## src/rtl/red_pitaya_mux_sched.sv

```systemverilog
// Round-robin time-slot scheduler for the FADS analog input multiplexer.
// Each enabled channel gets SWITCH, an optional settle interval, then a dwell interval.
module red_pitaya_mux_sched #(
  parameter int CHNL = 6,
  parameter int CW   = 16
) (
  input  logic            adc_clk_i,
  input  logic            adc_rstn_i,
  input  logic [CHNL-1:0] active_channels_i,
  input  logic [CW-1:0]   settle_cycles_i,
  input  logic [CW-1:0]   dwell_cycles_i,
  input  logic            hold_i,
  output logic [2:0]      mux_addr_o,
  output logic            signal_stable_o,
  output logic            sample_strobe_o,
  output logic            frame_done_o,
  output logic            idle_o
);

  typedef enum logic [1:0] {IDLE, SWITCH, SETTLE, DWELL} state_t;

  state_t        state_q, state_d;
  logic [CW-1:0] cnt_q, cnt_d;
  logic [2:0]    addr_q, addr_d;
  logic          stable_q, stable_d;
  logic          strobe_q, strobe_d;
  logic          frame_q, frame_d;
  logic          idle_q, idle_d;

  logic [7:0]    mask;
  logic [2:0]    lowest, above, next_ch;
  logic          above_found;
  logic [CW-1:0] dwell_eff;

  assign dwell_eff = (dwell_cycles_i == '0) ? CW'(1) : dwell_cycles_i;

  // Descending scan so the last hit is the lowest qualifying channel.
  always_comb begin
    mask = '0;
    mask[CHNL-1:0] = active_channels_i;
    lowest = '0;
    above = '0;
    above_found = 1'b0;
    for (int i = 7; i >= 0; i--) begin
      if (mask[i]) begin
        lowest = 3'(i);
        if (3'(i) > addr_q) begin
          above = 3'(i);
          above_found = 1'b1;
        end
      end
    end
    next_ch = above_found ? above : lowest;
  end

  always_comb begin
    state_d  = state_q;
    cnt_d    = cnt_q;
    addr_d   = addr_q;
    strobe_d = 1'b0;
    frame_d  = 1'b0;
    if (active_channels_i == '0) begin
      state_d = IDLE;
    end else begin
      case (state_q)
        IDLE: begin
          addr_d  = lowest;
          state_d = SWITCH;
        end
        SWITCH: begin
          if (settle_cycles_i != '0) begin
            cnt_d   = settle_cycles_i;
            state_d = SETTLE;
          end else begin
            cnt_d   = dwell_eff;
            state_d = DWELL;
          end
        end
        SETTLE: begin
          if (!mask[addr_q]) begin
            addr_d  = next_ch;
            state_d = SWITCH;
          end else if (cnt_q == CW'(1)) begin
            cnt_d   = dwell_eff;
            state_d = DWELL;
          end else begin
            cnt_d = cnt_q - CW'(1);
          end
        end
        DWELL: begin
          // A pending sort decision freezes everything, including a deferred abandon.
          if (!hold_i) begin
            if (!mask[addr_q]) begin
              addr_d  = next_ch;
              state_d = SWITCH;
            end else if (cnt_q == CW'(1)) begin
              strobe_d = 1'b1;
              frame_d  = (next_ch <= addr_q);
              if (next_ch != addr_q) begin
                addr_d  = next_ch;
                state_d = SWITCH;
              end else begin
                cnt_d = dwell_eff;
              end
            end else begin
              cnt_d = cnt_q - CW'(1);
            end
          end
        end
        default: state_d = IDLE;
      endcase
    end
    stable_d = (state_d == DWELL);
    idle_d   = (state_d == IDLE);
  end

  always_ff @(posedge adc_clk_i) begin
    if (!adc_rstn_i) begin
      state_q  <= IDLE;
      cnt_q    <= '0;
      addr_q   <= '0;
      stable_q <= 1'b0;
      strobe_q <= 1'b0;
      frame_q  <= 1'b0;
      idle_q   <= 1'b1;
    end else begin
      state_q  <= state_d;
      cnt_q    <= cnt_d;
      addr_q   <= addr_d;
      stable_q <= stable_d;
      strobe_q <= strobe_d;
      frame_q  <= frame_d;
      idle_q   <= idle_d;
    end
  end

  assign mux_addr_o      = addr_q;
  assign signal_stable_o = stable_q;
  assign sample_strobe_o = strobe_q;
  assign frame_done_o    = frame_q;
  assign idle_o          = idle_q;

endmodule

```

## config.mk

```make
export PLATFORM = sky130hd
export DESIGN_NAME = red_pitaya_mux_sched
export DESIGN_NICKNAME = d
export VERILOG_FILES = /design/src/rtl/red_pitaya_mux_sched.sv
export SDC_FILE = /design/constraint.sdc
export NUM_CORES = 1
export LEC_CHECK = 0
export CAP_MARGIN = 30
export CORE_MARGIN = 2
export CORE_UTILIZATION = 46
export DETAILED_ROUTE_END_ITERATION = 7
export GPL_TIMING_DRIVEN = 0
export PLACE_DENSITY = 0.76
export SYNTH_ARGS = -nofsm -noshare
export SYNTH_HDL_FRONTEND = slang
export SYNTH_SLANG_ARGS = --single-unit
```

## constraint.sdc

```tcl
create_clock -name adc_clk_i -period 2.7 [get_ports adc_clk_i]
set_input_delay 0.27 -clock adc_clk_i [delete_from_list [all_inputs] [get_ports adc_clk_i]]
set_output_delay 0.27 -clock adc_clk_i [all_outputs]
set_load 0.01 [all_outputs]
```

==> metrics <==
start point of the worst hold path cnt_q[15]; FF-to-FF Start cnt_q[0]; slowest CP cell or4b_4; via count 2579; hold violation total from the final report 0; routed vias/inst 6.48; mapped cell area 2220 um^2; Area Overhead vs Synth 32.2%; Worst-Skew Late Latency 0.29 ns; drt wl/cell 18.4 um; DRT antenna net count 0; Core ar. 4690 um^2; die area about 5400 um^2; share of cells above drive strength 1 0.119; CP arrival 2.75 ns; crit path cell chain ha_1 > or4b_4 > nor4_4 > buf_4 > nand2_4 > a311o_1 > nor3_1 > nor3_2; worst-margin pin slew 0.657 ns; Max Clock Skew 0.0172 ns; worst hold slack just over 0.5 ns; syn_area_per_cell 7.60 um^2; R2R Path End mux_addr_o[1]; Sink Count 25; max-slew violations 0; drt total wl 7330 um; Post-CTS Hold Buffers 0; Final Cycle Share 0.967; antenna violations before repair 0; number of synthesized register bits 25; # diodes 0; final worst path period need 2.61 ns; Residual DRC 0; max-cap violations 0; DIE WIDTH 73.4 um; I/O Buffers 47; total chip power 3.24 mW; first-pass GRT wire length 11700 um; TritonCTS clock tree built; Leak approximately 1.1 nW; DIE HEIGHT 73.4 um; vias in the first global route 2352; worst hold path class flop to flop; Synth Flop Type dfxtp_1; type of the worst setup path flop to flop; Ports 48; CP max FO 5; Fmax about 380 MHz; hold depth 2; reg2reg setup slack 0.09 ns; DRT Pass-1 Iters 5; Reg2Reg Depth 8; Cells after Synth 292; Yosys cell types 64; GRT Residual Overflow 0; largest net degree at the start of global routing 16; CTS Buffer Depth 2; hpwl dp 5410 um; Setup crit end kind flop; leading area contributor after synthesis dfxtp_1; hold worst-path end cnt_q[15]; Worst-path clk slew about 0.09 ns; gpl congestion 0.954; CTS H-Tree Depth 1; # nets final between 300 and 400; Syn Nets 342; CP startpoint kind flop; # rows 25; Critical Path RT 2.84 ns; EDFF count, synth 0; Slew HR 0.562; worst IR drop on VDD around 500 uV; GRT Util Overall 0.278; status finished, final reports clean; PD cells 1100 nW/um^2; slowest stage delay, CP ~0.52 ns; Initial Utilization 0.473; yosys warns 0; Seq/Total Area, Yosys 0.226; Yosys top cell area share 0.226; Inserted Clock Buffers 3; CTS root buffer clkbuf_8; main area contributors after synthesis dfxtp_1, nor3_1, ha_1; First DRT Iteration DRCs 360; final setup vio count 0; FFs w/ async S/R, synth 0
stage by stage:
step / setup slack (ns) / TNS, ns / utilization / std cells / instance area, um^2
floorplan: 0.0108 / 0 / - / 292 / 2220
global placement: -0.583 / -10.74 / 0.587 / 393 / 2760
detailed placement: -0.633 / -11.92 / 0.587 / 393 / 2760
CTS: 0.0409 / 0 / 0.610 / 397 / 2860
global route: -0.0447 / -0.0447 / 0.625 / 398 / 2930
finish: 0.0902 / 0 / 0.625 / 398 / 2930
cells by family after synthesis:
| logic type | after synthesis | share of synthesized area |
|---|---|---|
| AND/OR/NAND/NOR | 121 | 0.305 |
| AO/OA/AOI/OAI | 93 | 0.309 |
| buffers and inverters | 35 | 0.0705 |
| flip-flops | 25 | 0.226 |
| adder cells (fa/ha/maj) | 9 | 0.0508 |
| XOR/XNOR | 7 | 0.0276 |
| multiplexers | 2 | 0.0113 |
cells in the mapped netlist (6+ instances only):
library cell	n
o21ai_0	11
nor2_1	17
inv_1	14
nor4_1	12
ha_1	9
a221oi_1	11
nand2_1	18
nand3_1	10
a211oi_1	11
a21oi_1	19
clkbuf_1	16
nor2b_1	6
dfxtp_1	25
nor3_1	26
flip-flops by register name (all words and copies together) (netlist names):
register	cells
cnt_q	16
mux_addr_o	3
state_q	2
frame_done_o	1
idle_o	1
sample_strobe_o	1
signal_stable_o	1
worst max path at each step:
stage                               end                 start  slack (ns)
after floorplan               cnt_q[13]         mux_addr_o[1]        0.01
final                     mux_addr_o[1]              cnt_q[0]        0.09
after CTS                     cnt_q[13]         mux_addr_o[0]        0.04
after detailed placement      cnt_q[13]  active_channels_i[3]       -0.63
after global routing      mux_addr_o[1]         mux_addr_o[0]       -0.04
after global placement        cnt_q[13]  active_channels_i[3]       -0.58
metal layers:
| metal | global-route usage | wire length [um] | up-vias |
|---|---|---|---|
| met1 | 0.388 | 3110 | 1189 |
| li1 | - | - | 1240 |
| met5 | 0 | 0 | - |
| met3 | 0.0521 | 696 | 18 |
| met4 | 0.0949 | 180 | 0 |
| met2 | 0.428 | 3340 | 132 |
repair_timing:
action	CTS	global route
resized for setup	13	22
cloned	0	0
endpoints found under the setup margin	23	22
setup buffers	2	1
pin swaps	1	4
power by group:
| group | leakage (nW) | total [mW] | switching, mW | internal [mW] |
|---|---|---|---|---|
| clock | 0.0217 | 0.247 | 0.141 | 0.105 |
| combinational | 0.845 | 2.26 | 1.28 | 0.987 |
| sequential | 0.207 | 0.730 | 0.211 | 0.518 |
layout by cell type, fill, tap and decap left out, types with 3 or more instances in the layout:
master,Yosys,final
clkdlybuf4s50_1,0,43
a21oi_1,19,18
inv_1,14,14
nor2_1,17,16
nor4_1,12,10
o21ai_0,11,10
xnor2_1,5,5
nand2_1,18,18
nor2b_1,6,6
clkbuf_8,0,3
ha_1,9,9
or4_1,4,3
nor3_1,26,23
buf_4,0,4
nand2b_1,5,5
a221oi_1,11,11
a211oi_1,11,11
nor3_2,0,3
dlymetal6s2s_1,0,4
a222oi_1,3,3
and2_1,3,3
o32ai_1,4,4
dfxtp_1,25,23
a311oi_1,3,3
a2bb2oi_1,3,3
clkbuf_2,1,3
nor4_4,1,3
clkbuf_1,16,11
buf_6,3,4
nand3_1,10,9
cell type report:
| class | instances | area, um^2 |
|---|---|---|
| inverters | 14 | 52.6 |
| repair buffers | 50 | 503 |
| clock inverters | 1 | 7.51 |
| multi-input cells | 232 | 1650 |
| well taps | 54 | 67.6 |
| fillers | 422 | 1760 |
| clock buffers | 3 | 41.3 |
| flip-flops and latches | 25 | 503 |
| plain buffers | 19 | 109 |
worst max-delay path, delay by kind of cell, from the launching register on:
kind	cells	cell delay, ns
flops	1	0.41
fa+ha+maj	1	0.20
compound gates	1	0.38
buf+inv	1	0.21
simple gates	5	1.27
No activity file was read; power rests on OpenSTA's default activity.
